[src/rtl/alu_pkg.sv]
// Shared opcode map and FSM state encoding for the multi-cycle ALU and the control unit.
// No logic; constants and types only.
package alu_pkg;

    localparam logic [2:0] OP_AND  = 3'b000;
    localparam logic [2:0] OP_ADD  = 3'b001;
    localparam logic [2:0] OP_MUL  = 3'b010;
    localparam logic [2:0] OP_DIV  = 3'b011;
    localparam logic [2:0] OP_OR   = 3'b100;
    localparam logic [2:0] OP_SUB  = 3'b101;
    localparam logic [2:0] OP_NOR  = 3'b110;
    localparam logic [2:0] OP_NAND = 3'b111;

    localparam int MIN_DATA_W = 4;

    typedef enum logic [1:0] {
        ST_IDLE = 2'd0,
        ST_MUL  = 2'd1,
        ST_DIV  = 2'd2,
        ST_DONE = 2'd3
    } state_t;

endpackage

[src/rtl/alu_iter_muldiv.sv]
// Iterative engine: shift-add multiply or restoring divide, one bit per cycle.
// Latency DATA_W cycles after start; lo/hi show the step result, final when done is high.
// No backpressure: the caller must capture lo/hi on the cycle done is asserted.
module alu_iter_muldiv #(
    parameter int DATA_W = 16
) (
    input  logic              clk,
    input  logic              rst,
    input  logic              start,
    input  logic              is_div,
    input  logic [DATA_W-1:0] a,
    input  logic [DATA_W-1:0] b,
    output logic              busy,
    output logic              done,
    output logic [DATA_W-1:0] lo,
    output logic [DATA_W-1:0] hi
);

    localparam int CNT_W = $clog2(DATA_W);

    logic [DATA_W-1:0] acc_hi;
    logic [DATA_W-1:0] acc_lo;
    logic [DATA_W-1:0] opnd;
    logic [CNT_W-1:0]  cnt;
    logic              busy_q;
    logic              div_q;

    logic [DATA_W:0]   mul_sum;
    logic [DATA_W:0]   div_shift;
    logic [DATA_W:0]   div_diff;
    logic              div_ge;
    logic [DATA_W-1:0] nxt_hi;
    logic [DATA_W-1:0] nxt_lo;

    // Multiply keeps the multiplier in acc_lo and shifts the product in from the top;
    // divide keeps the dividend in acc_lo and shifts quotient bits in from the bottom.
    always_comb begin
        mul_sum   = {1'b0, acc_hi} + (acc_lo[0] ? {1'b0, opnd} : '0);
        div_shift = {acc_hi, acc_lo[DATA_W-1]};
        div_diff  = div_shift - {1'b0, opnd};
        div_ge    = (div_shift >= {1'b0, opnd});
        if (div_q) begin
            nxt_hi = div_ge ? div_diff[DATA_W-1:0] : div_shift[DATA_W-1:0];
            nxt_lo = {acc_lo[DATA_W-2:0], div_ge};
        end else begin
            nxt_hi = mul_sum[DATA_W:1];
            nxt_lo = {mul_sum[0], acc_lo[DATA_W-1:1]};
        end
    end

    assign busy = busy_q;
    assign done = busy_q && (cnt == CNT_W'(DATA_W - 1));
    assign lo   = nxt_lo;
    assign hi   = nxt_hi;

    always_ff @(posedge clk) begin
        if (!rst) begin
            acc_hi <= '0;
            acc_lo <= '0;
            opnd   <= '0;
            cnt    <= '0;
            busy_q <= 1'b0;
            div_q  <= 1'b0;
        end else if (start) begin
            acc_hi <= '0;
            acc_lo <= is_div ? a : b;
            opnd   <= is_div ? b : a;
            cnt    <= '0;
            busy_q <= 1'b1;
            div_q  <= is_div;
        end else if (busy_q) begin
            acc_hi <= nxt_hi;
            acc_lo <= nxt_lo;
            if (done) begin
                cnt    <= '0;
                busy_q <= 1'b0;
            end else begin
                cnt <= cnt + CNT_W'(1);
            end
        end
    end

endmodule

[src/rtl/alu_multicycle.sv]
// Multi-cycle ALU with valid/ready handshakes; MUL/DIV run on the iterative engine.
// Latency 1 cycle for logic/ADD/SUB/DIV-by-zero, DATA_W+1 cycles for MUL and DIV.
// Holds results frozen in DONE until out_ready; in_ready only in IDLE.
module alu_multicycle
    import alu_pkg::*;
#(
    parameter int DATA_W = 16
) (
    input  logic              clk,
    input  logic              rst,
    input  logic              in_valid,
    output logic              in_ready,
    input  logic [2:0]        opcode,
    input  logic [DATA_W-1:0] a,
    input  logic [DATA_W-1:0] b,
    output logic              out_valid,
    input  logic              out_ready,
    output logic [DATA_W-1:0] result,
    output logic [DATA_W-1:0] result_hi,
    output logic              zero,
    output logic              carry,
    output logic              parity,
    output logic              overflow,
    output logic              div_by_zero
);

    state_t state;
    state_t state_nxt;

    logic              accept;
    logic              op_mul;
    logic              op_div;
    logic              b_zero;
    logic              iter_start;
    logic              iter_busy;
    logic              iter_done;
    logic [DATA_W-1:0] iter_lo;
    logic [DATA_W-1:0] iter_hi;

    logic [DATA_W:0]   add_w;
    logic [DATA_W:0]   sub_w;
    logic [DATA_W-1:0] sc_res;
    logic [DATA_W-1:0] sc_hi;
    logic              sc_carry;
    logic              sc_ovf;
    logic              sc_dbz;

    assign accept     = in_valid && in_ready;
    assign op_mul     = (opcode == OP_MUL);
    assign op_div     = (opcode == OP_DIV);
    assign b_zero     = (b == '0);
    assign iter_start = accept && (op_mul || (op_div && !b_zero));

    alu_iter_muldiv #(.DATA_W(DATA_W)) u_iter (
        .clk    (clk),
        .rst    (rst),
        .start  (iter_start),
        .is_div (op_div),
        .a      (a),
        .b      (b),
        .busy   (iter_busy),
        .done   (iter_done),
        .lo     (iter_lo),
        .hi     (iter_hi)
    );

    always_ff @(posedge clk) begin
        if (!rst) begin
            state <= ST_IDLE;
        end else begin
            state <= state_nxt;
        end
    end

    always_comb begin
        state_nxt = state;
        case (state)
            ST_IDLE: begin
                if (accept) begin
                    if (op_mul)                state_nxt = ST_MUL;
                    else if (op_div && !b_zero) state_nxt = ST_DIV;
                    else                       state_nxt = ST_DONE;
                end
            end
            ST_MUL, ST_DIV: begin
                // An idle engine here can only mean lost sync; fall back rather than hang.
                if (iter_done)       state_nxt = ST_DONE;
                else if (!iter_busy) state_nxt = ST_IDLE;
            end
            ST_DONE: begin
                if (out_ready) state_nxt = ST_IDLE;
            end
            default: state_nxt = ST_IDLE;
        endcase
    end

    always_comb begin
        in_ready  = (state == ST_IDLE) && rst;
        out_valid = (state == ST_DONE);
    end

    always_comb begin
        add_w    = {1'b0, a} + {1'b0, b};
        sub_w    = {1'b0, a} - {1'b0, b};
        sc_res   = '0;
        sc_hi    = '0;
        sc_carry = 1'b0;
        sc_ovf   = 1'b0;
        sc_dbz   = 1'b0;
        case (opcode)
            OP_AND:  sc_res = a & b;
            OP_OR:   sc_res = a | b;
            OP_NOR:  sc_res = ~(a | b);
            OP_NAND: sc_res = ~(a & b);
            OP_ADD: begin
                sc_res   = add_w[DATA_W-1:0];
                sc_carry = add_w[DATA_W];
                sc_ovf   = (a[DATA_W-1] == b[DATA_W-1]) && (add_w[DATA_W-1] != a[DATA_W-1]);
            end
            OP_SUB: begin
                sc_res   = sub_w[DATA_W-1:0];
                sc_carry = sub_w[DATA_W];
                sc_ovf   = (a[DATA_W-1] != b[DATA_W-1]) && (sub_w[DATA_W-1] != a[DATA_W-1]);
            end
            OP_DIV: begin
                sc_res = '1;
                sc_hi  = a;
                sc_dbz = 1'b1;
            end
            default: ;
        endcase
    end

    always_ff @(posedge clk) begin
        if (!rst) begin
            result      <= '0;
            result_hi   <= '0;
            zero        <= 1'b0;
            carry       <= 1'b0;
            parity      <= 1'b0;
            overflow    <= 1'b0;
            div_by_zero <= 1'b0;
        end else if (accept && !iter_start) begin
            result      <= sc_res;
            result_hi   <= sc_hi;
            zero        <= ({sc_hi, sc_res} == '0);
            carry       <= sc_carry;
            parity      <= ~^sc_res;
            overflow    <= sc_ovf;
            div_by_zero <= sc_dbz;
        end else if (iter_done) begin
            result      <= iter_lo;
            result_hi   <= iter_hi;
            zero        <= ({iter_hi, iter_lo} == '0);
            carry       <= (state == ST_MUL) && (iter_hi != '0);
            parity      <= ~^iter_lo;
            overflow    <= 1'b0;
            div_by_zero <= 1'b0;
        end
    end

endmodule

[config.mk]
export PLATFORM = sky130hd
export DESIGN_NAME = alu_multicycle
export DESIGN_NICKNAME = d
export VERILOG_FILES = /design/src/rtl/alu_pkg.sv /design/src/rtl/alu_iter_muldiv.sv /design/src/rtl/alu_multicycle.sv
export SDC_FILE = /design/constraint.sdc
export NUM_CORES = 1
export LEC_CHECK = 0
export CAP_MARGIN = 5
export CELL_PAD_IN_SITES_DETAIL_PLACEMENT = 1
export CELL_PAD_IN_SITES_GLOBAL_PLACEMENT = 1
export CORE_MARGIN = 1
export CORE_UTILIZATION = 48
export CTS_CLUSTER_DIAMETER = 40
export DETAILED_ROUTE_END_ITERATION = 10
export PLACE_DENSITY_LB_ADDON = 0.1
export REMOVE_ABC_BUFFERS = 1
export SYNTH_ARGS = -nofsm -noshare
export SYNTH_HDL_FRONTEND = slang
export SYNTH_SLANG_ARGS = --single-unit
[constraint.sdc]
create_clock -name clk -period 11.92 [get_ports clk]
set_input_delay 3.576 -clock clk [delete_from_list [all_inputs] [get_ports clk]]
set_output_delay 3.576 -clock clk [all_outputs]
set_load 0.02 [all_outputs]
# Word-level counts from Yosys, hierarchy flattened
# Cells that the tools add are included.
[word_totals]
word_cells = 105
regBits = 93
input_bits = 39
out_inout_bits = 39
[classes]
reduce_logical = 25
bitwise = 5
n_eq_ne = 18
order_cmp = 1
n_addsub = 5
mux = 37
[op_table]
columns = ["operator", "n"]
rows = [
  ["two-way mux 16 bit", 13],
  ["one-hot mux 16 bit (7 select lines)", 1],
  ["logical NOT 32 bit", 2],
  ["adder 16 x 16 -> 17 bit", 2],
  ["NOT 16 bit", 2],
  ["XNOR reduction 16 bit", 2],
  [">= comparator 17 x 16 -> 1 bit", 1],
  ["subtractor 16 x 16 -> 17 bit", 1],
  ["bitwise AND 16 bit", 1],
  ["logical NOT 16 bit", 1],
  ["OR 16 bit", 1],
  ["nonzero test 16 bit", 1],
  ["subtractor 16 bit", 1],
  ["two-way mux 1 bit", 14],
  ["equality test 3 bit, second input constant", 4],
  ["two-way mux 2 bit", 5],
  ["logical AND 1 bit", 9],
  ["equality test 3 x 2 -> 1 bit, second input constant", 2],
  ["one-hot mux 2 bit (3 select lines)", 1],
  ["adder 4 x 1 -> 4 bit, second input constant", 1],
  ["equality test 2 bit, second input constant", 2],
  ["equality test 4 bit, second input constant", 1],
  ["two-way mux 4 bit", 1],
  ["one-hot mux 1 bit (2 select lines)", 2],
  ["other kinds (15)", 20],
]

# Longest topological paths before layout
# Gate-level depths: netlist of the first run.
[depth]
ltp_word = 8
mapped_depth = 18
mapped_depth_nobuf = 18

# Hierarchy
# A second synthesis of the first run with hierarchy kept.
[hier_totals]
hier_cells = 1339
area_unflattened_um2 = 10311.1
[by_module_without_submodules]
columns = ["mod", "n_inst", "cells_per_inst", "area_per_inst_um2"]
rows = [
  ["alu_multicycle", 1, 739, 5436.5],
  ["alu_iter_muldiv", 1, 600, 4874.7],
]

# Worst setup path before layout of the first run
# Ideal clock, no wire load.
[synth_timing]
kind = "in2out"
from = "input port rst"
to = "output port in_ready"
path_stages = 1
path_slack_ns = 4.510
arrival_time_ns = 3.834
n_path_buf = 0
path_cell_list = "and2_1"
[synth_via]
elab_chain_len = 1
[synth_lines]
columns = ["item", "line", "rtl"]
rows = [
  ["start, declared", "alu_multicycle.sv:10", "input logic rst,"],
  ["logical AND 1 bit", "alu_multicycle.sv:98", "in_ready = (state == ST_IDLE) && rst;"],
  ["end, declared", "alu_multicycle.sv:12", "output logic in_ready,"],
]
# No other way between the ends.

# Final worst setup path of the first run
# Same ends and word-level chain as after synthesis.

==> metrics.sh, run 1 <==
SYNTH.LARGEST_AREA_CELL='sky130_fd_sc_hd__dfxtp_1'
CLOCKBUFFERDEPTH=2
MET2WIRELENGTH_MM=16.01
POSTSYNTH.ASYNCRESETSHARE_PCT=0
FLOORPLAN.DIE.WIDTH_UM=142.8
POWER.TOTAL_mW=1.221
DR.PASS1.ITERS=5
FINALNETCOUNT=1480
TIMING.CRITICAL_PATH.FROM_TYPE='input pin'
PLACEABLECOREAREA_UM2=19460
FINAL-MAX-SLEW-VIOLATION-COUNT=0
BUFFER_PORTS.INSERTED=77
YOSYSUNIQUECELLTYPES=88
CTS_RESIZED=0
TOPROUTINGLAYERUSED='met4'
YOSYS_REGISTER_BITS=93
DRTANTENNAVIOLNETS=0
SETUP_VIOL=0
WORST_PATH_MOST_REPEATED_CELL='sky130_fd_sc_hd__clkdlybuf4s50_1'
CTS_TREE='built'
CTS.CLK_SLEW.WORST_PATHS_PS=70
MAXIMUM_FREQUENCY_FROM_STATIC_TIMING_ANALYSIS_GHz=0.1153
GRT_USE_TOTAL_PCT=32.72
CRITPATHSLOWESTCELL='sky130_fd_sc_hd__clkdlybuf4s50_1'
CTS_ROOT_BUFFER='sky130_fd_sc_hd__clkbuf_16'
VERTICAL_DIE_DIMENSION_UM=142.8
GRT_ANTENNA_BEFORE_REPAIR=0
REMAINING_DRC_ERRORS=0
OUTCOME='complete, no violations'
CTS-BUFFERS-INSERTED=9
AVGVIACOUNTPERCELL=6.193
GRT_START_MAX_NET_PINS=72
MET1WIRELENGTH_MM=14.70
CTS.SINKS=93
SYNTHDOMINANTCELLAREASHARE_PCT=19.57
POSTSYNTH.TOPFLOPCELL='sky130_fd_sc_hd__dfxtp_1'
VIA_COUNT_OF_THE_FIRST_GLOBAL_ROUTING_PASS=9886
FINAL_PERIOD_MINUS_WORST_SETUP_SLACK_PS=8669
YOSYSSEQAREASHARE_PCT=19.57
SYNTH_ENABLE_FLOP_CELLS=0
WORST-SLEW-PIN-TRANSITION_PS=932.2
RSZ0062_AT_GRT='no'
CRIT_PATH_MAX_FANOUT=16
DP_HPWL_MM=25.03
ROUTED_WIRE_LENGTH_PER_INSTANCE_UM=20.68
CRITICAL_PATH.MAX_STAGE_DELAY_PS=620
FLOORPLAN.INITIALDENSITY_PCT=48.88
ROUTED_WIRELENGTH_MM=33.07
HOLDCRITPATHCLASS='reg -> reg'
IO-PIN-COUNT=78
GRT_REMAINING_OVERFLOW=0
POST_SYNTH_INSTANCE_AREA_UM2=9513
GRT_PASS1_WL_MM=51.65
DRV.MAX_CAP_VIOLATION_COUNT=0
LAYOUT-DRIVE-GT1-SHARE_PCT=4.948
SYN_TO_FINAL_GROWTH_PCT=12.77
HTREE_LEVELS=3
DATA_REQUIRED_TIME_OF_THE_WORST_PATH_PS=8340
ROUTE.MET3.WL_MM=1.106
VIAS=9902
CLOCK_INSERTION_DELAY_WORST_SKEW_PS=350
CLOCK_SKEW_PS=6.695
POSTSYNTHAREAPERCELL_UM2=7.273
HOLD_VIOL=0
ROWS=51
WORSTSETUPPATHTYPE='in -> out'
POWER_PER_CELL_AREA_nW_PER_UM2=113.8
RANKING_OF_SYNTHESIZED_CELLS_BY_AREA='sky130_fd_sc_hd__dfxtp_1 (20%), sky130_fd_sc_hd__ha_1 (14%), sky130_fd_sc_hd__nor2_1 (6.4%)'
GP_ROUTABILITY_CONGESTION=0.9203
MAX-SLEW-MARGIN-REL_PCT=37.85
TIMING.CRITICAL_PATH.CELLS='clkdlybuf4s50_1 > buf_4 > and2_1 > clkdlybuf4s50_1'
TOTAL_INSERTED_ANTENNA_CELLS=0
POST-ROUTE-PERIOD-UTIL_PCT=72.73
CTS.HOLD.BUFFERS_ADDED=0
ARRIVAL_PS=5090
DRT_ITER0_MARKERS=416
POST_SYNTH_INST_COUNT=1308
DIE_AREA_UM2=20390
POWER.IR.VDD_WORST_V=0.00007252
POST_CTS.REPAIR.SETUP_BUFFERS=0
YS_WARN_COUNT=0
P_LEAK_nW=4.215
TNS_PS=0
TIMING.CRITICAL_PATH.TO_TYPE='output pin'
==> where the power goes <==
part	internal (mW)	switching, mW
Combinational	0.224	0.335
Clock	0.168	0.131
Sequential	0.338	0.0248
==> registers in the layout, summed over array words and instances, names as in the netlist <==
register,flops
u_iter.cnt,4
u_iter.div_q,1
result,16
u_iter.acc_hi,16
result_hi,16
zero,1
u_iter.opnd,16
parity,1
div_by_zero,1
state,2
carry,1
u_iter.busy,1
overflow,1
u_iter.acc_lo,16
==> metal layers <==
layer  global-route usage, %  up-vias
met5                       0        -
met3                   2.817       63
met1                   41.26     4891
met4                   14.94        0
met2                   56.48      194
li1                        -     4754
==> layout by cell type, fill, tap and decap left out, types with 7 or more instances in the layout <==
cell type / instances
sky130_fd_sc_hd__nor2_1: 160
sky130_fd_sc_hd__nand2_1: 135
sky130_fd_sc_hd__a21oi_1: 108
sky130_fd_sc_hd__ha_1: 107
sky130_fd_sc_hd__o21ai_0: 91
sky130_fd_sc_hd__dfxtp_1: 91
sky130_fd_sc_hd__inv_1: 78
sky130_fd_sc_hd__clkdlybuf4s50_1: 76
sky130_fd_sc_hd__o211ai_1: 48
sky130_fd_sc_hd__mux2i_1: 38
sky130_fd_sc_hd__xnor2_1: 34
sky130_fd_sc_hd__a211oi_1: 29
sky130_fd_sc_hd__nor3_1: 25
sky130_fd_sc_hd__nand3_1: 21
sky130_fd_sc_hd__a31oi_1: 19
sky130_fd_sc_hd__buf_4: 16
sky130_fd_sc_hd__a21o_1: 15
sky130_fd_sc_hd__o21a_1: 15
sky130_fd_sc_hd__nor4_1: 13
sky130_fd_sc_hd__xor2_1: 12
sky130_fd_sc_hd__nand2b_1: 11
sky130_fd_sc_hd__a311oi_1: 11
sky130_fd_sc_hd__nand4_1: 11
sky130_fd_sc_hd__clkbuf_16: 9
sky130_fd_sc_hd__o31ai_1: 8
sky130_fd_sc_hd__or3_1: 8
sky130_fd_sc_hd__and2_1: 8
sky130_fd_sc_hd__nor2b_1: 7
sky130_fd_sc_hd__o21ai_1: 7
sky130_fd_sc_hd__a211o_1: 7
==> cell usage after synthesis, types with 12 or more instances <==
master                     number
sky130_fd_sc_hd__o211ai_1      48
sky130_fd_sc_hd__ha_1         107
sky130_fd_sc_hd__o21ai_0       92
sky130_fd_sc_hd__nand2_1      135
sky130_fd_sc_hd__nand3_1       22
sky130_fd_sc_hd__o21a_1        15
sky130_fd_sc_hd__nor2_1       163
sky130_fd_sc_hd__a21o_1        15
sky130_fd_sc_hd__inv_1         78
sky130_fd_sc_hd__a31oi_1       19
sky130_fd_sc_hd__xor2_1        12
sky130_fd_sc_hd__nor4_1        13
sky130_fd_sc_hd__nor3_1        25
sky130_fd_sc_hd__mux2i_1       38
sky130_fd_sc_hd__a21oi_1      108
sky130_fd_sc_hd__dfxtp_1       93
sky130_fd_sc_hd__buf_1         14
sky130_fd_sc_hd__clkbuf_1      64
sky130_fd_sc_hd__xnor2_1       34
sky130_fd_sc_hd__a211oi_1      29
==> metrics by stage <==
stage | area, um^2 | worst slack (ps) | utilization, % | hold WS, ps | instances
detailed placement | 10430 | 3244 | 53.59 | 488.0 | 1584
floorplan | 9188 | 4027 | - | 468.1 | 1226
finish | 10730 | 3251 | 55.12 | 496.7 | 1599
global route | 10730 | 3170 | 55.12 | 533.2 | 1599
CTS | 10730 | 3237 | 55.12 | 498.2 | 1599
global placement | 10430 | 3263 | 53.59 | 462.1 | 1584
==> worst max-delay path, delay by kind of cell <==
kind	cells	cell delay (ps)
buffers and inverters	3	1280
and+or+nand+nor	1	230
==> cell families (layout without fill, tap and decap cells) <==
kind of cell,after synthesis,count (layout),synth area share (%)
flip-flops,93,93,19.57
multiplexers,44,44,4.709
AND/OR/NAND/NOR,432,432,20.58
XOR/XNOR,46,46,4.235
adder cells (fa/ha/maj),111,111,14.92
AO/OA/AOI/OAI,420,420,29.41
buffers and inverters,162,188,6.576
==> path summary, 6_finish.rpt <==
path                     from           end  slack [ps]  cells after the start
max reg2reg  u_iter.acc_lo[0]         carry        7800                     13
max                       rst      in_ready        3250                      4
min reg2reg      result_hi[2]  result_hi[2]         500                      2
min              result_hi[2]  result_hi[2]         500                      2
==> area by class of cell <==
cell class / instances / area (um^2)
Multi-Input combinational cell: 1053 / 7048
Fill cell: 2470 / 8735
Clock buffer: 10 / 239.0
Timing Repair Buffer: 93 / 885.9
Clock inverter: 5 / 58.81
Inverter: 80 / 300.3
Tap cell: 265 / 331.6
Sequential cell: 93 / 1864
No activity file was read; power rests on OpenSTA's default activity.
==> inputs of run 2 (changes only) <==
CORE_UTILIZATION = 44   (was 48)
clock period = 8.61 ns   (was 11.92 ns; I/O delays follow)
==> metrics.sh, run 2 (synthesized netlist as in run 1, its figures left out) <==
OUTCOME='complete, no violations'
SHARE_COMB_OF_TOTAL_POWER_PCT=45.3
INTERNAL-POWER_mW=1.040
P_LEAK_nW=4.244
IO-PIN-COUNT=78
WORSTSETUPPATHTYPE='in -> reg'
VIAS=9701
BUFFER_PORTS.INSERTED=77
GP_ROUTABILITY_CONGESTION=0.9288
DR.PASS1.ITERS=5
ROWS=53
REG2REGPATHDEPTH=15
CTS_ROOT_BUFFER='sky130_fd_sc_hd__clkbuf_16'
AVGVIACOUNTPERCELL=6.018
DATA_REQUIRED_TIME_OF_THE_WORST_PATH_PS=8860
REMAINING_DRC_ERRORS=0
TOTAL_INSERTED_ANTENNA_CELLS=0
SETUP_VIOL=0
CTS_RESIZED=0
VERTICAL_DIE_DIMENSION_UM=149.0
FLOORPLAN.INITIALDENSITY_PCT=45.11
TNS_PS=0
RSZ0062_AT_GRT='no'
DRV.MAX_CAP_VIOLATION_COUNT=0
DP_HPWL_MM=26.54
POST-ROUTE-PERIOD-UTIL_PCT=78.53
CTS_TREE='built'
DRTANTENNAVIOLNETS=0
CTS.HOLD.BUFFERS_ADDED=0
POST-ROUTE-UTIL_PCT=51.17
SYN_TO_FINAL_GROWTH_PCT=13.43
ROUTED_WIRE_LENGTH_PER_INSTANCE_UM=21.45
PLACEABLECOREAREA_UM2=21090
CLOCK_SKEW_PS=7.852
POST_CTS.REPAIR.SETUP_BUFFERS=0
FINAL-MAX-SLEW-VIOLATION-COUNT=0
GRT_PASS1_WL_MM=53.33
LAYOUT-DRIVE-GT1-SHARE_PCT=5.161
CLOCKBUFFERDEPTH=2
POWER.SHARE.SEQUENTIAL_PCT=28.8
CTS.SINKS=93
MAXIMUM_FREQUENCY_FROM_STATIC_TIMING_ANALYSIS_GHz=0.1479
HOLDCRITPATHCLASS='reg -> reg'
POWER_PER_CELL_AREA_nW_PER_UM2=160.2
VIA_COUNT_OF_THE_FIRST_GLOBAL_ROUTING_PASS=9581
POWER_SWITCHING_mW=0.6885
FINAL_COMMON_CELL='sky130_fd_sc_hd__nor2_1'
TIMING.HOLD.WORST_PATH_DEPTH=2
MOST-COMMON-LAYOUT-CELLS='sky130_fd_sc_hd__nor2_1 (160), sky130_fd_sc_hd__nand2_1 (135), sky130_fd_sc_hd__a21oi_1 (108)'
SWSHARE_PCT=39.83
GRT_USE_TOTAL_PCT=31.27
CLOCK_INSERTION_DELAY_WORST_SKEW_PS=350
MAX-SLEW-MARGIN-REL_PCT=32.75
WORST-SLEW-PIN-TRANSITION_PS=1009
DRT_ITER0_MARKERS=426
FINALNETCOUNT=1482
ROUTED_WIRELENGTH_MM=34.58
CTS-BUFFERS-INSERTED=9
POWER.IR.VDD_WORST_V=0.00008896
CLOCK_POWER_SHARE_PCT=25.8
TIMING.CRITICAL_PATH.TO_TYPE='flop'
FLOORPLAN.DIE.WIDTH_UM=149.0
ARRIVAL_PS=7010
GRT_REMAINING_OVERFLOW=0
HOLD_VIOL=0
FINAL_PERIOD_MINUS_WORST_SETUP_SLACK_PS=6761
CRIT_PATH_MAX_FANOUT=8
HTREE_LEVELS=3
CTS.CLK_SLEW.WORST_PATHS_PS=70
DIE_AREA_UM2=22210
GRT_START_MAX_NET_PINS=61
TIMING.CRITICAL_PATH.FROM_TYPE='input pin'
GRT_ANTENNA_BEFORE_REPAIR=0
[run 2: changes by cell type in the layout (fill, tap and decap cells not counted), sizes merged]
cell | before | now
inv | 81 | 82
clkinvlp | 2 | 1
buf | 17 | 19
bufinv | 1 | 2
[run 2: per-stage QoR]
step                      setup WS [ps]  hold WS [ps]  area [um^2]  power (mW)  instances
after global placement             1606         458.2        10460       1.272       1596
after CTS                          1862         498.8        10790       1.732       1612
after floorplan                    1710         468.1         9188       1.015       1226
after detailed placement           1530         486.2        10460       1.282       1596
final                              1849         493.6        10790       1.729       1612
after global routing               1522         524.4        10790       1.823       1612
[run 2: cell type report]
| cell class | instances | area [um^2] |
|---|---|---|
| tap | 275 | 344.1 |
| clock buffer | 10 | 239.0 |
| inverter | 80 | 300.3 |
| fill | 2648 | 10300 |
| sequential | 93 | 1864 |
| multi-input combinational | 1053 | 7048 |
| timing repair buffer | 95 | 900.9 |
| clock inverter | 6 | 93.84 |
[run 2: worst paths after layout]
kind / start / end / slack [ps]
setup / recovery: a[4] / parity / 1850
hold / removal: result_hi[11] / result_hi[11] / 490
setup reg to reg: u_iter.opnd[11] / parity / 4230
hold reg to reg: result_hi[11] / result_hi[11] / 490
[run 2: worst max-delay path, stage by stage]
cell	delay [ps]
sky130_fd_sc_hd__clkdlybuf4s50_1	650
sky130_fd_sc_hd__inv_1	80
sky130_fd_sc_hd__ha_1	410
sky130_fd_sc_hd__nand2b_1	140
sky130_fd_sc_hd__a21oi_1	120
sky130_fd_sc_hd__a2111oi_1	750
sky130_fd_sc_hd__o211a_1	290
sky130_fd_sc_hd__nor3_1	60
sky130_fd_sc_hd__nor3_1	390
sky130_fd_sc_hd__mux2i_1	140
sky130_fd_sc_hd__nor3_1	340
sky130_fd_sc_hd__ha_1	310
sky130_fd_sc_hd__xor2_1	180
sky130_fd_sc_hd__xnor2_1	190
sky130_fd_sc_hd__xnor2_1	100
sky130_fd_sc_hd__a221oi_1	280
[run 2: power groups by stage]
stage,registers [mW],clock network [mW],logic [mW]
after floorplan,0.522,0,0.492
after global placement,0.506,0,0.766
after detailed placement,0.508,0,0.775
after CTS,0.498,0.452,0.782
after global routing,0.501,0.468,0.854
final,0.499,0.446,0.784
[run 2: metal layers]
metal  part of all wire, %  vias to the layer above  GRT usage (%)
met5                     0                        -              0
met4                   2.8                        0          10.92
met3                   3.2                       47          2.202
met2                    47                      182          52.63
met1                    47                     4710          41.96
li1                      -                     4762              -
==> inputs of run 3 (changes only) <==
CORE_UTILIZATION = 40   (was 44)
clock period = 5.76 ns   (was 8.61 ns; I/O delays follow)
==> metrics.sh, run 3 (synthesized netlist as in run 1, its figures left out) <==
CTS_ROOT_BUFFER='sky130_fd_sc_hd__clkbuf_16'
PLACEMENT_CELL_AREA_UM2=10880
POST-ROUTE-PERIOD-UTIL_PCT=95.13
HTREE_LEVELS=3
TIMING.HOLD.WORST_PATH_DEPTH=2
ROUTED_WIRE_LENGTH_PER_INSTANCE_UM=20.18
POST_CTS.REPAIR.SETUP_BUFFERS=0
CLOCK_INSERTION_DELAY_WORST_SKEW_PS=360
ROUTED_WIRELENGTH_MM=34.35
TIMING.CRITICAL_PATH.CELLS='clkdlybuf4s50_1 > ha_1 > inv_1 > fa_1 > nor2b_1 > o21ai_1 > a21boi_1 > o41a_1 > a311oi_1 > buf_4 > o21ai_1 > mux2i_1 > nor4_2 > ha_1 > xor2_1 > xnor2_1 > xnor2_1 > a221oi_1'
POWER.IR.VDD_WORST_V=0.0001651
IO-PIN-COUNT=78
HOLDCRITPATHCLASS='reg -> reg'
CRITICAL_PATH.MAX_STAGE_DELAY_PS=540
FINAL_PERIOD_MINUS_WORST_SETUP_SLACK_PS=5479
CLOCK_SKEW_PS=14.24
PLACEABLECOREAREA_UM2=23400
AVGVIACOUNTPERCELL=5.744
DP_HPWL_MM=26.84
VIA_COUNT_OF_THE_FIRST_GLOBAL_ROUTING_PASS=9867
DRT_ITER0_MARKERS=467
POWER_PER_CELL_AREA_nW_PER_UM2=232.0
GLOBAL_ROUTE.USAGE.MET3_PCT=2.659
VIAS=9776
SYN_TO_FINAL_GROWTH_PCT=17.66
CTS.SINKS=93
HOLD_PATH_STARTPOINT='overflow'
MOST-COMMON-LAYOUT-CELLS='sky130_fd_sc_hd__nor2_1 (160), sky130_fd_sc_hd__nand2_1 (135), sky130_fd_sc_hd__a21oi_1 (108)'
FINAL-MAX-SLEW-VIOLATION-COUNT=0
HOLD_VIOL=0
GRT_REMAINING_OVERFLOW=0
POST-ROUTE-UTIL_PCT=47.83
FINALNETCOUNT=1528
CRIT_PATH_MAX_FANOUT=4
GRT_START_MAX_NET_PINS=61
FINAL_DESIGN_AREA_NO_FILL_UM2=11190
GP_ROUTABILITY_CONGESTION=0.9111
MAXIMUM_FREQUENCY_FROM_STATIC_TIMING_ANALYSIS_GHz=0.1825
CTS-BUFFERS-INSERTED=9
CRIT_PATH_FROM='b[0]'
TIMING.CRITICAL_PATH.FROM_TYPE='input pin'
GRT_ANTENNA_BEFORE_REPAIR=0
TOTAL_INSERTED_ANTENNA_CELLS=0
REMAINING_DRC_ERRORS=0
DRTANTENNAVIOLNETS=0
GROUTE.LAYER.MET1.USAGE_PCT=37.47
CTS_TREE='built'
WORST-SLEW-PIN-TRANSITION_PS=838.5
GLOBALROUTE.BUSIESTLAYER='met2'
GRT_USE_TOTAL_PCT=28.73
ROWS=56
DR.PASS1.ITERS=4
DATA_REQUIRED_TIME_OF_THE_WORST_PATH_PS=6010
OUTCOME='complete, no violations'
FILL_CELLS=3052
TIMING.CRITICAL_PATH.TO_TYPE='flop'
RSZ0062_AT_GRT='no'
CLOCKBUFFERDEPTH=2
FLOORPLAN.INITIALDENSITY_PCT=40.65
VERTICAL_DIE_DIMENSION_UM=156.2
MAX-SLEW-MARGIN-REL_PCT=43.93
CTS.CLK_SLEW.WORST_PATHS_PS=70
WORSTSETUPPATHTYPE='in -> reg'
FLOORPLAN.DIE.WIDTH_UM=156.2
GRT_UTIL_MET2_PCT=49.51
DIE_AREA_UM2=24400
CRITPATHSLOWESTCELL='sky130_fd_sc_hd__clkdlybuf4s50_1'
BUFFER_PORTS.INSERTED=77
GRT_PASS1_WL_MM=54.34
FINAL_COMMON_CELL='sky130_fd_sc_hd__nor2_1'
DRV.MAX_CAP_VIOLATION_COUNT=0
SETUP_VIOL=0
REG2REGPATHDEPTH=16
P_LEAK_nW=4.458
RR_STARTPOINT='u_iter.opnd[3]'
ARRIVAL_PS=5730
LAYOUT-DRIVE-GT1-SHARE_PCT=8.243
-- run 3: per-stage QoR --
stage          setup WS (ps)  hold slack, ps  total power, mW  cells  setup TNS, ps
2_1_floorplan         -285.1           468.1            1.517   1226          -9425
3_3_place_gp          -13.86           466.2            1.945   1686         -13.86
3_5_place_dp          -202.0           469.5            1.966   1686         -341.7
4_1_cts                144.1           480.9            2.598   1702              0
5_1_grt                35.82           507.7            2.743   1702              0
6_report               280.8           477.1            2.597   1702              0
-- run 3: worst paths after layout --
kind / end / slack, ps
worst min register to register: overflow / 480
worst max register to register: parity / 1610
worst max-delay path: parity / 280
worst min-delay path: overflow / 480
-- run 3: repair_timing --
item	CTS	global route
hold buffers	0	0
endpoints found under the hold margin	0	0
resized for setup	0	4
setup endpoints to repair	0	2
-- run 3: final cells by class --
class | instances | area, um^2 | share of cell area, %
clock buffers | 12 | 246.5 | 2.202
well taps | 319 | 399.1 | 3.566
inverters | 80 | 300.3 | 2.683
flip-flops and latches | 93 | 1864 | 16.66
clock inverters | 4 | 56.30 | 0.5030
multi-input cells | 1053 | 7056 | 63.03
repair buffers | 141 | 1271 | 11.36
-- run 3: report_power, final --
part           total, mW  switching (mW)  internal, mW
Sequential         0.744          0.0454         0.698
Combinational       1.22           0.726         0.497
Clock              0.630           0.277         0.353
-- run 3: routing by layer --
metal / routed length [um] / part of all wire, % / vias up
li1: - / - / 4832
met1: 16220 / 47 / 4746
met2: 16310 / 47 / 154
met3: 926 / 2.7 / 44
met4: 901 / 2.6 / 0
met5: 0 / 0 / -
-- run 3: critical path, delay by kind of cell --
kind	cells	cell delay [ps]
adders and majority gates	3	900
muxes	1	140
AOI/OAI and AO/OA	6	1200
and+or+nand+nor	2	490
buffers and inverters	3	760
xor gates and xnor gates	3	510
==> RTL edit 1: new RTL, flow settings as in run 3 <==
Reset style: asynchronous (`rst`), changed in 3 clocked blocks.
--- a/src/rtl/alu_iter_muldiv.sv
+++ b/src/rtl/alu_iter_muldiv.sv
@@ -53,7 +53,7 @@
     assign lo   = nxt_lo;
     assign hi   = nxt_hi;
 
-    always_ff @(posedge clk) begin
+    always_ff @(posedge clk or negedge rst) begin
         if (!rst) begin
             acc_hi <= '0;
             acc_lo <= '0;
--- a/src/rtl/alu_multicycle.sv
+++ b/src/rtl/alu_multicycle.sv
@@ -64,7 +64,7 @@
         .hi     (iter_hi)
     );
 
-    always_ff @(posedge clk) begin
+    always_ff @(posedge clk or negedge rst) begin
         if (!rst) begin
             state <= ST_IDLE;
         end else begin
@@ -131,7 +131,7 @@
         endcase
     end
 
-    always_ff @(posedge clk) begin
+    always_ff @(posedge clk or negedge rst) begin
         if (!rst) begin
             result      <= '0;
             result_hi   <= '0;
Behaviour: differs if rst is asserted again (counterexample within 4 cycles, from zero or initial values and one cycle with rst low); with rst held inactive, the same outputs for 4 cycles.
==> RTL edit 1 against run 3 <==
- design area shrank 0.50%
- clock skew shrank 0.0054 ns
- hold slack gained 0.034 ns
- largest cell class unchanged
- critical endpoint is now parity
- highest routed layer unchanged
- sequential cell count is the same
- worst setup slack gained 0.073 ns
- first-iteration DRC count grew 6.6%
- routed wire length shrank 4.3%
- synthesized area is essentially flat
Power is not compared: it rests on default switching activity, and its combinational part moved more than twofold at a synthesized area within 25%.
==> RTL edit 1: results (changes against run 3) <==
<table>
<tr><th>Metric</th><th>Value</th></tr>
<tr><th colspan="2">Run status</th></tr>
<tr><td>Run status</td><td>completed (unchanged)</td></tr>
<tr><th colspan="2">Synthesis</th></tr>
<tr><td>Share of synthesized area spent on multiplexers</td><td>0.0593 (was 0.0471)</td></tr>
<tr><td>Number of unique standard cell types used by synthesis</td><td>75 (was 88)</td></tr>
<tr><td>Compound-gate portion of the synthesized area</td><td>0.250 (was 0.294)</td></tr>
<tr><td>Xor/xnor cell area share of the yosys netlist</td><td>0.0460 (was 0.0424)</td></tr>
<tr><td>Ys async rst share</td><td>1.00 (was 0)</td></tr>
<tr><td>Main area contributors after synthesis</td><td>sky130_fd_sc_hd__dfrtp_1, sky130_fd_sc_hd__ha_1, sky130_fd_sc_hd__mux2i_1 (was sky130_fd_sc_hd__dfxtp_1, sky130_fd_sc_hd__ha_1, sky130_fd_sc_hd__nor2_1)</td></tr>
<tr><td>Proportion of synthesized chip area in sequential cells</td><td>0.245 (was 0.196)</td></tr>
<tr><td>Post-synthesis share of cell area spent on full adders, half adders and majority gates</td><td>0.149 (about the same)</td></tr>
<tr><th colspan="2">Global route</th></tr>
<tr><td>Wire length of the first global-routing pass</td><td>53.0 mm (was 54.3 mm)</td></tr>
<tr><td>Global Route Usage Sum</td><td>0.280 (was 0.287)</td></tr>
<tr><td>Vias in the first global route</td><td>9646 (was 9867)</td></tr>
<tr><th colspan="2">Timing</th></tr>
<tr><td>Rel. slew slack</td><td>0.393 (was 0.439)</td></tr>
<tr><td>Worst-case clock skew</td><td>0.00888 ns (was 0.0142 ns)</td></tr>
<tr><th colspan="2">Final layout</th></tr>
<tr><td>Proportion of layout cells with a drive suffix above 1</td><td>0.0770 (was 0.0824)</td></tr>
<tr><td>Count of filler cells inserted in the layout</td><td>2899 (was 3052)</td></tr>
<tr><td>NumNets Final</td><td>1444 (was 1528)</td></tr>
<tr><th colspan="2">Drt</th></tr>
<tr><td>First-pass DRT Iterations</td><td>5 (was 4)</td></tr>
<tr><td>Avg WL per Cell</td><td>20.3 µm (was 20.2 µm)</td></tr>
<tr><td>Routed vias/inst</td><td>5.74 (about the same)</td></tr>
<tr><td>Detailed Route Iter0 Violations</td><td>498 (was 467)</td></tr>
<tr><th colspan="2">Placed design</th></tr>
<tr><td>Placer congestion estimate</td><td>0.925 (was 0.911)</td></tr>
<tr><th colspan="2">Setup path</th></tr>
<tr><td>Data arrival time of the critical path</td><td>5.61 ns (was 5.73 ns)</td></tr>
<tr><td>Slowest cell delay on critical path</td><td>0.44 ns (was 0.54 ns)</td></tr>
<tr><td>Worst-path fanout max</td><td>3 (was 4)</td></tr>
</table>
[RTL edit 1: changes by cell type after synthesis, moves of 10 or more]
| cell | delta |
|---|---|
| sky130_fd_sc_hd__dfxtp_1 | -93 |
| sky130_fd_sc_hd__dfrtp_1 | +93 |
| sky130_fd_sc_hd__a311oi_1 | -10 |
| sky130_fd_sc_hd__nand3_1 | +12 |
| sky130_fd_sc_hd__o21ai_0 | -20 |
| sky130_fd_sc_hd__mux2i_1 | +15 |
| sky130_fd_sc_hd__nor2_1 | -50 |
| sky130_fd_sc_hd__a31oi_1 | +20 |
| sky130_fd_sc_hd__a21oi_1 | -16 |
[RTL edit 1: logic make-up (layout without fill, tap and decap cells)]
group	count (synthesis)	after routing
AOI/OAI and AO/OA	366	366
and+or+nand+nor	392	392
muxes	56	56
adders and majority gates	111	111
buffers and inverters	153	231
xor gates and xnor gates	50	50
DFF	93	93
[RTL edit 1: layout make-up]
type                            instances  area share
Clock buffer                           10      0.0215
Clock inverter                          6     0.00618
Inverter                               83      0.0280
Multi-Input combinational cell        975       0.594
Sequential cell                        93       0.209
Tap cell                              319      0.0358
Timing Repair Buffer                  132       0.106
[RTL edit 1: power breakdown]
| part | total (mW) | switching (mW) | internal [mW] | leakage [nW] |
|---|---|---|---|---|
| clock | 0.630 | 0.278 | 0.352 | 0.149 |
| sequential | 1.30 | 0.325 | 0.977 | 1.09 |
| combinational | 4.60 | 2.67 | 1.93 | 3.61 |
[RTL edit 1: metrics by stage]
stage	setup WS (ns)	instance area, µm²	hold slack, ns	cells	utilization
3_3_place_gp	0.0275	10800	0.485	1602	0.463
2_1_floorplan	-0.182	9230	0.507	1151	-
6_report	0.354	11100	0.511	1618	0.476
3_5_place_dp	-0.0149	10800	0.500	1602	0.463
4_1_cts	0.344	11100	0.514	1618	0.476
5_1_grt	0.0423	11100	0.544	1618	0.476
[RTL edit 1: worst paths after layout]
kind / from / to / slack [ns] / depth (start not counted)
max: a[0] / parity / 0.35 / 20
min: overflow / overflow / 0.51 / 2
max reg2reg: u_iter.acc_lo[0] / carry / 1.10 / 14
min reg2reg: overflow / overflow / 0.51 / 2
max in group asynchronous: rst / u_iter.opnd[13] / 3.12 / 3
min in group asynchronous: rst / u_iter.cnt[2] / 1.52 / 2
[RTL edit 1: worst register-to-register path, delay by kind of cell, from the launching register on]
family	cells	cell delay, ns
buf+inv	1	0.09
flops	1	0.60
compound gates	5	1.30
fa+ha+maj	2	0.46
simple gates	6	2.06
[RTL edit 1: layer usage]
metal / wire length (µm) / vias to the layer above / global-route usage
met2: 16000 / 131 / 0.482
li1: - / 4516 / -
met4: 824 / 0 / 0.0929
met5: 0 / - / 0
met3: 731 / 43 / 0.0191
met1: 15300 / 4600 / 0.371
==> RTL edit 2: new RTL, settings of run 3 <==
Made on the original files. `DATA_W` is set to 16 in 2 places; all go to 32.
--- a/src/rtl/alu_iter_muldiv.sv
+++ b/src/rtl/alu_iter_muldiv.sv
@@ -2,7 +2,7 @@
 // Latency DATA_W cycles after start; lo/hi show the step result, final when done is high.
 // No backpressure: the caller must capture lo/hi on the cycle done is asserted.
 module alu_iter_muldiv #(
-    parameter int DATA_W = 16
+    parameter int DATA_W = 32
 ) (
     input  logic              clk,
     input  logic              rst,
--- a/src/rtl/alu_multicycle.sv
+++ b/src/rtl/alu_multicycle.sv
@@ -4,7 +4,7 @@
 module alu_multicycle
     import alu_pkg::*;
 #(
-    parameter int DATA_W = 16
+    parameter int DATA_W = 32
 ) (
     input  logic              clk,
     input  logic              rst,
Ports: changed (resized a, b, result and result_hi); port bits go from 78 to 142. No check against the original RTL was run, so the function may have changed too.
==> RTL edit 2 against run 3 <==
- design area up 120%
- synthesized area is 97% higher
- sequential cell count is 81 higher
- routed wire length rose to 2.5 times the old value
- non-clock buffer count is 353 higher
- worst setup slack lost 0.19 ns
- global-route usage up 7.2 points
- sequential share of layout area shrank 2.3 points
- total power grew 130%
- fmax down 3.3%
- critical path type unchanged
==> RTL edit 2: results (changes against run 3) <==
<table>
<tr><th>Metric</th><th>Value</th></tr>
<tr><th colspan="2">Run status</th></tr>
<tr><td>Run status</td><td>completed (unchanged)</td></tr>
<tr><th colspan="2">Synthesis</th></tr>
<tr><td>Number of unique standard cell types used by synthesis</td><td>82 (was 88)</td></tr>
<tr><td>Share of synthesized area spent on multiplexers</td><td>0.0367 (was 0.0471)</td></tr>
<tr><td>Synth top cells by count</td><td>sky130_fd_sc_hd__nor2_1, sky130_fd_sc_hd__nand2_1, sky130_fd_sc_hd__a21oi_1, sky130_fd_sc_hd__ha_1, sky130_fd_sc_hd__o21ai_0 (was sky130_fd_sc_hd__nor2_1, sky130_fd_sc_hd__nand2_1, sky130_fd_sc_hd__a21oi_1, sky130_fd_sc_hd__ha_1, sky130_fd_sc_hd__dfxtp_1)</td></tr>
<tr><td>Post-synthesis share of cell area spent on full adders, half adders and majority gates</td><td>0.147 (was 0.149)</td></tr>
<tr><td>Proportion of synthesized chip area in sequential cells</td><td>0.186 (was 0.196)</td></tr>
<tr><td>Compound-gate portion of the synthesized area</td><td>0.302 (was 0.294)</td></tr>
<tr><th colspan="2">Setup path</th></tr>
<tr><td>Data arrival time of the critical path</td><td>6.05 ns (was 5.73 ns)</td></tr>
<tr><td>Origin of the worst setup path</td><td>a[1] (was b[0])</td></tr>
<tr><th colspan="2">Drt</th></tr>
<tr><td>Vias</td><td>21913 (was 9776)</td></tr>
<tr><td>Detailed Route Iter0 Violations</td><td>1682 (was 467)</td></tr>
<tr><td>Routed WL</td><td>87.4 mm (was 34.4 mm)</td></tr>
<tr><td>First-pass DRT Iterations</td><td>5 (was 4)</td></tr>
<tr><th colspan="2">Timing</th></tr>
<tr><td>Worst-case clock skew</td><td>0.0149 ns (was 0.0142 ns)</td></tr>
<tr><td>Rel. slew slack</td><td>0.228 (was 0.439)</td></tr>
<tr><th colspan="2">Power and ir drop</th></tr>
<tr><td>Peak VDD IR</td><td>0.215 mV (was 0.165 mV)</td></tr>
<tr><td>Leakage</td><td>10.1 nW (was 4.46 nW)</td></tr>
<tr><td>Combinational group share of total power</td><td>0.547 (was 0.471)</td></tr>
<tr><th colspan="2">Worst hold path</th></tr>
<tr><td>Min-Delay Startpoint</td><td>div_by_zero (was overflow)</td></tr>
<tr><td>End point of the most critical hold path</td><td>div_by_zero (was overflow)</td></tr>
<tr><th colspan="2">Global route</th></tr>
<tr><td>Wire length of the first global-routing pass</td><td>132 mm (was 54.3 mm)</td></tr>
<tr><td>Global Route Usage Sum</td><td>0.359 (was 0.287)</td></tr>
<tr><th colspan="2">CTS</th></tr>
<tr><td>Latest clock arrival within the worst-skew pair</td><td>0.46 ns (was 0.36 ns)</td></tr>
<tr><th colspan="2">Final layout</th></tr>
<tr><td>Count of filler cells inserted in the layout</td><td>5878 (was 3052)</td></tr>
<tr><td>NumNets Final</td><td>3306 (was 1528)</td></tr>
<tr><th colspan="2">Placed design</th></tr>
<tr><td>Total half-perimeter wirelength after legalization and detailed placement</td><td>68.8 mm (was 26.8 mm)</td></tr>
</table>
[RTL edit 2: cell types whose count changed in the layout (fill, tap and decap cells not counted), moves of 79 or more]
cell	delta
sky130_fd_sc_hd__o21ai_0	+103
sky130_fd_sc_hd__buf_4	+282
sky130_fd_sc_hd__a21oi_1	+117
sky130_fd_sc_hd__nor2_1	+220
sky130_fd_sc_hd__ha_1	+79
sky130_fd_sc_hd__dfxtp_1	+81
sky130_fd_sc_hd__nand2_1	+128
[RTL edit 2: layout make-up]
type                    instances  share of cell area
clock buffers                  18              0.0185
clock inverters                14             0.00591
repair buffers                494               0.170
flip-flops and latches        174               0.143
well taps                     607              0.0312
inverters                     149              0.0231
multi-input cells            2181               0.608
[RTL edit 2: critical path, cell delays in order]
cell and delay, ns:
sky130_fd_sc_hd__dlygate4sd2_1 0.28, sky130_fd_sc_hd__buf_4 0.18, sky130_fd_sc_hd__ha_1 0.24, sky130_fd_sc_hd__or2_2 0.33
sky130_fd_sc_hd__o221ai_4 0.25, sky130_fd_sc_hd__a211oi_4 0.12, sky130_fd_sc_hd__nor3_2 0.17, sky130_fd_sc_hd__o21bai_1 0.09
sky130_fd_sc_hd__buf_4 0.16, sky130_fd_sc_hd__buf_4 0.14, sky130_fd_sc_hd__o21ai_0 0.19, sky130_fd_sc_hd__a21oi_1 0.11
sky130_fd_sc_hd__a21oi_1 0.16, sky130_fd_sc_hd__xnor2_1 0.08, sky130_fd_sc_hd__a211oi_1 0.25, sky130_fd_sc_hd__buf_4 0.18
sky130_fd_sc_hd__ha_1 0.15, sky130_fd_sc_hd__nand4_1 0.12, sky130_fd_sc_hd__or4_4 0.53, sky130_fd_sc_hd__nor2_4 0.10
sky130_fd_sc_hd__o21ai_2 0.07, sky130_fd_sc_hd__nor4b_2 0.27, sky130_fd_sc_hd__o2bb2ai_1 0.14
[RTL edit 2: per-layer routing]
| layer | global-route usage | wire length, µm |
|---|---|---|
| met3 | 0.0224 | 4010 |
| met5 | 0 | 0 |
| met4 | 0.150 | 3710 |
| met1 | 0.483 | 39400 |
| met2 | 0.592 | 40300 |
[RTL edit 2: per-stage QoR]
stage | area, µm² | utilization | std cells | hold slack (ns) | power [mW]
3_5_place_dp | 22900 | 0.493 | 3594 | 0.473 | 4.49
4_1_cts | 23900 | 0.515 | 3631 | 0.484 | 5.77
6_report | 24400 | 0.524 | 3637 | 0.481 | 5.86
2_1_floorplan | 18100 | - | 2504 | 0.450 | 3.21
5_1_grt | 24400 | 0.524 | 3637 | 0.513 | 6.16
3_3_place_gp | 22900 | 0.493 | 3594 | 0.459 | 4.43
[RTL edit 2: repair_timing]
item                                    CTS  global route
resized for setup                        94           102
pin swaps                                22            39
buffers inserted                          5             6
endpoints found under the setup margin    2             2
hold endpoints to repair                  0             0
hold buffers                              0             0
